### config.mk
export PLATFORM = sky130hd
export DESIGN_NAME = lector_destinos
export DESIGN_NICKNAME = d
export VERILOG_FILES = /design/src/rtl/lector_destinos.sv
export SDC_FILE = /design/constraint.sdc
export NUM_CORES = 1
export LEC_CHECK = 0
export ABC_CLOCK_PERIOD_IN_PS = 4300
export CAP_MARGIN = 25
export CORE_UTILIZATION = 48
export DETAILED_ROUTE_END_ITERATION = 10
export HOLD_SLACK_MARGIN = 0.1
export PLACE_DENSITY_LB_ADDON = 0.3
export SETUP_SLACK_MARGIN = 0.15
export SYNTH_ARGS = -nofsm -noshare
export SYNTH_HDL_FRONTEND = slang
export SYNTH_SLANG_ARGS = --single-unit
### constraint.sdc
create_clock -name clk -period 4.3 [get_ports clk]
set_clock_uncertainty 0.15 [all_clocks]
set_input_delay 0.86 -clock clk [delete_from_list [all_inputs] [get_ports clk]]
set_output_delay 0.86 -clock clk [all_outputs]
set_load 0.05 [all_outputs]
### src/rtl/lector_destinos.sv
// lector_destinos: drain-side reader for destination FIFOs D0/D1.
// Pops both FIFOs under round-robin arbitration, delivers one word per cycle
// two cycles after the pop, counts delivered words per source FIFO and halts
// on FIFO errors.
// Optional macro DEST_CHECK_EN: compares each captured word's destination bit
// (BW-2) against the FIFO it came from; a mismatch raises error_dest/error_out.
module lector_destinos #(
  parameter int unsigned BW    = 6,
  parameter int unsigned CNT_W = 8
) (
  input  logic             clk,
  input  logic             reset,
  input  logic             enable,
  input  logic             sink_ready,
  input  logic             D0_empty,
  input  logic             D1_empty,
  input  logic             D0_error_output,
  input  logic             D1_error_output,
  input  logic [BW-1:0]    D0_data_out,
  input  logic [BW-1:0]    D1_data_out,
  output logic             D0_rd,
  output logic             D1_rd,
  output logic [BW-1:0]    data_out,
  output logic             valid_out,
  output logic             dest_out,
  output logic [CNT_W-1:0] cnt_D0,
  output logic [CNT_W-1:0] cnt_D1,
  output logic             error_out,
  output logic             error_dest,
  output logic             idle_out,
  output logic             active_out
);

  typedef enum logic [1:0] {S_IDLE, S_ACTIVE, S_HOLD, S_ERROR} state_t;

  localparam logic [CNT_W-1:0] CNT_MAX = {CNT_W{1'b1}};

  state_t        state;
  state_t        state_nx;
  logic          ptr;
  logic          pending;
  logic          src;
  logic          err_entry;
  logic          pop_ok;
  logic          dest_bad;
  logic [BW-1:0] cap_data;

  // Word arriving from the FIFO popped last cycle.
  assign cap_data = src ? D1_data_out : D0_data_out;

`ifdef DEST_CHECK_EN
  localparam int unsigned DBIT = BW - 2;

  // Destination bit must name the FIFO the word was read from.
  assign dest_bad = pending & (cap_data[DBIT] != src);

  // Sticky mismatch flag, visible in the word's valid_out cycle.
  always_ff @(posedge clk) begin
    if (reset) error_dest <= 1'b0;
    else       error_dest <= error_dest | dest_bad;
  end
`else
  assign dest_bad   = 1'b0;
  assign error_dest = 1'b0;
`endif

  // Entering ERROR also suppresses pops in the same cycle.
  assign err_entry = D0_error_output | D1_error_output | error_dest;
  assign pop_ok    = (state == S_ACTIVE) & enable & sink_ready & ~err_entry;
  assign D0_rd     = pop_ok & ~D0_empty & (~ptr | D1_empty);
  assign D1_rd     = pop_ok & ~D1_empty & (ptr | D0_empty);

  // State register.
  always_ff @(posedge clk) begin
    if (reset) state <= S_IDLE;
    else       state <= state_nx;
  end

  // Next-state logic.
  always_comb begin
    state_nx = state;
    if (state != S_ERROR && err_entry) begin
      state_nx = S_ERROR;
    end else begin
      case (state)
        S_IDLE:   if (enable) state_nx = S_ACTIVE;
        S_ACTIVE: if (!sink_ready || !enable) state_nx = S_HOLD;
        S_HOLD: begin
          if (sink_ready && enable)  state_nx = S_ACTIVE;
          else if (!enable && !pending) state_nx = S_IDLE;
        end
        S_ERROR:  state_nx = S_ERROR;
        default:  state_nx = S_IDLE;
      endcase
    end
  end

  // Registered state indicators.
  always_ff @(posedge clk) begin
    if (reset) begin
      idle_out   <= 1'b1;
      active_out <= 1'b0;
    end else begin
      idle_out   <= (state_nx == S_IDLE);
      active_out <= (state_nx == S_ACTIVE);
    end
  end

  // Arbitration pointer, in-flight tracking, delivery and counters.
  always_ff @(posedge clk) begin
    if (reset) begin
      ptr       <= 1'b0;
      pending   <= 1'b0;
      src       <= 1'b0;
      data_out  <= '0;
      valid_out <= 1'b0;
      dest_out  <= 1'b0;
      cnt_D0    <= '0;
      cnt_D1    <= '0;
      error_out <= 1'b0;
    end else begin
      if (D0_rd || D1_rd) begin
        ptr <= D0_rd;
        src <= D1_rd;
      end
      pending   <= D0_rd | D1_rd;
      valid_out <= pending;
      if (pending) begin
        data_out <= cap_data;
        dest_out <= src;
        if (!src) begin
          if (cnt_D0 != CNT_MAX) cnt_D0 <= cnt_D0 + CNT_W'(1);
        end else begin
          if (cnt_D1 != CNT_MAX) cnt_D1 <= cnt_D1 + CNT_W'(1);
        end
      end
      error_out <= error_out | D0_error_output | D1_error_output | dest_bad;
    end
  end

endmodule

==> metrics.yaml <==
cts:
  root_buffer: "sky130_fd_sc_hd__clkbuf_4"
  numCtsBuffers: 5
  worstSkewPairLatency_ns: 0.33
  post_cts.repair.setup_buffers: 0
  clock_tree.htree_level_count: 2
  clock_sink_count: 32
  holdBufCountCts: 0
  clockBufferDepth: 2
  path_clk_slew_ns: 0.09
  tritoncts_clock_tree: "built"
  cts_resized: 0
setup_path:
  timing.critical_path.fanout_max: 6
  crit_buf_inv: 2
  timing_worst_setup_path_type: "input pin to output port"
  cpPeakStageDelay_ns: 0.84
  end_kind: "output port"
  cp-start-kind: "input pin"
  worstPathCellList: "clkdlybuf4s50_1 > nand2_1 > nand4bb_2 > nor3_2 > clkdlybuf4s50_1"
  crit_path_top_delay_cell: "sky130_fd_sc_hd__clkdlybuf4s50_1"
  path_common_cell: "sky130_fd_sc_hd__clkdlybuf4s50_1"
  cp.required_ns: 3.29
  worst-endpoint-arrival_ns: 2.86
  crit_family: "buffers and inverters"
run_status:
  violations: "DRC"
  status: "finished with violations"
power_and_ir_drop:
  cell_internal_pwr_w: 0.000405
  power_share_of_the_combinational_group: 0.094
  switching_share: 0.233
  seq_power_share: 0.573
  total_power_w: 0.000528
  power_switching_w: 0.000123
  vdd_ir_drop_max_mv: 0.242
  leak_nw: 0.711
  pwr_density_cell_nw_per_um2: 263
  share_clk_of_total_power: 0.333
sta:
  layout_min_cycle_time_ns: 3.87
  fin_crit_sh: 0.901
  rsz0062_at_grt: "no"
  worstMarginPinSlew_ns: 0.688
  final-hold-violation-count: 0
  final.hold.worst_slack_ns: 0.321
  timing.setup.tns_ns: 0
  fmaxAchievable_mhz: 258
  setup_viol_count_final: 0
  max_slew_margin: 0.540
  finalMaxSlewViolations: 0
place:
  place_inst: 232
  finalWeightedCongestion: 0.847
  numPortBuffers: 48
  place_hpwl_mm: 2.30
synth:
  yosys.cell_types.count: 41
  yosys.area.top_type: "sky130_fd_sc_hd__dfxtp_1"
  yosysSeqAreaShare: 0.438
  synth_async_sr_flop_share: 0
  ys_warn_count: 0
  synth.cell_area_um2: 1460
  post_synth_inst_count: 159
  synth.avg_cell_area_um2: 9.21
  edff_count_synth: 0
  synthFlopType: "sky130_fd_sc_hd__dfxtp_1"
  synth_top_cell_area_share: 0.438
  ys_seq_elements: 32
  mappedNetlistNets: 181
  synth.top_cells.by_area: "sky130_fd_sc_hd__dfxtp_1, sky130_fd_sc_hd__mux2i_1, sky130_fd_sc_hd__nor2_1"
floorplanning:
  initial_core_util: 0.517
  chipWidth_um: 57.2
  design.portCount: 50
  die_area_um2: 3270
  coreArea_um2: 2830
  row_count: 19
  floorplan.die.height_um: 57.2
finish:
  layout.nets: 230
  finish.utilization: 0.710
  post_route_cells_drive_above_1_share: 0.0766
  num_antenna_cells: 0
  fillerInstances: 219
  mostFrequentLayoutCells: "sky130_fd_sc_hd__clkdlybuf4s50_1, sky130_fd_sc_hd__dfxtp_1, sky130_fd_sc_hd__nor2_1"
  growth_of_design_area_from_synthesis_to_finish_pct: 37.3
  layout.cells.most_common: "sky130_fd_sc_hd__clkdlybuf4s50_1"
  post_layout_nonfiller_instances: 240
global_routing:
  grt_overflow_total: 0
  grt_start_max_net_pins: 29
  grt_antenna_before_repair: 0
  grt_pass1_vias: 1342
  grt.total_usage: 0.221
  wire_length_of_the_first_global_routing_pass_mm: 5.60
drt:
  drt-total-wl_mm: 3.17
  drt-wirelength-per-cell_um: 13.2
  vias_per_cell: 5.55
  drtAntennaViolNets: 0
  dr.pass1.iters: 8
  first_iter_violations: 51
  vias: 1333
  drc: 2
flow_run:
  cap_violations: 0
hold_path:
  hold_path.class: "flip-flop to flip-flop"
## power by group through the flow
stage	sequential, W	combinational, W	clock, W
finish	0.000303	0.0000496	0.000176
global route	0.000303	0.0000535	0.000196
CTS	0.000303	0.0000498	0.000182
detailed placement	0.000310	0.0000497	0
global placement	0.000310	0.0000482	0
floorplan	0.000317	0.0000164	0
## sequential cells by signal, indices dropped and copies added, names as in the netlist
name        flops
error_out       1
src             1
state           2
dest_out        1
data_out        6
cnt_D0          8
ptr             1
idle_out        1
active_out      1
cnt_D1          8
pending         1
valid_out       1
## per-layer routing
metal  vias to the layer above  global-route usage  routed length, um
met5                         -                   0                  0
met4                         0               0.101                 56
met3                         8              0.0862                214
met2                        48               0.375               1560
met1                       616               0.243               1340
li1                        661                   -                  -
## worst reg2reg max path, stage by stage, from the launching register on
cell                       delay [ns]
sky130_fd_sc_hd__dfxtp_1         0.77
sky130_fd_sc_hd__and2b_2         0.33
sky130_fd_sc_hd__o211ai_2        0.14
sky130_fd_sc_hd__or3_1           0.32
sky130_fd_sc_hd__a21oi_1         0.13
## cell usage after synthesis (3+ instances only)
cell,number
sky130_fd_sc_hd__dfxtp_1,32
sky130_fd_sc_hd__nor2_1,27
sky130_fd_sc_hd__mux2i_1,11
sky130_fd_sc_hd__nand2_1,9
sky130_fd_sc_hd__a211oi_1,7
sky130_fd_sc_hd__a21oi_1,6
sky130_fd_sc_hd__xor2_1,6
sky130_fd_sc_hd__nor3_1,5
sky130_fd_sc_hd__and3_1,4
sky130_fd_sc_hd__o21ai_0,4
sky130_fd_sc_hd__nand2b_1,3
sky130_fd_sc_hd__nand3_1,3
sky130_fd_sc_hd__nor2b_1,3
sky130_fd_sc_hd__o211ai_1,3
## worst paths after layout
kind	cells after the start	endpoint	slack, ns	from
worst min register to register	2	error_out	0.32	error_out
worst max-delay path	5	D1_rd	0.43	enable
worst min-delay path	2	error_out	0.32	error_out
worst max register to register	4	cnt_D0[5]	2.39	pending
## metrics by stage
step           area [um2]  setup WS (ns)
6_report             2010          0.427
3_5_place_dp         1950          0.438
3_3_place_gp         1950          0.545
4_1_cts              2010          0.428
2_1_floorplan        1460          0.950
5_1_grt              2010          0.317
## area by class of cell
| cell class | count | area (um2) | share of cell area |
|---|---|---|---|
| clock buffer | 8 | 58.8 | 0.0293 |
| inverter | 2 | 7.51 | 0.00374 |
| multi-input combinational | 118 | 776 | 0.386 |
| sequential | 32 | 641 | 0.319 |
| tap | 31 | 38.8 | 0.0193 |
| timing repair buffer | 49 | 488 | 0.243 |
## cells by family (layout without fill, tap and decap cells)
group	after synthesis	in the layout	synth area share
xor gates and xnor gates	6	6	0.0359
AOI/OAI and AO/OA	30	30	0.150
muxes	11	11	0.0752
and+or+nand+nor	68	68	0.250
adders and majority gates	2	2	0.0171
other	1	1	0.00256
DFF	32	32	0.438
buffers and inverters	9	59	0.0325
Note: power is estimated with default switching activity, not from simulation.
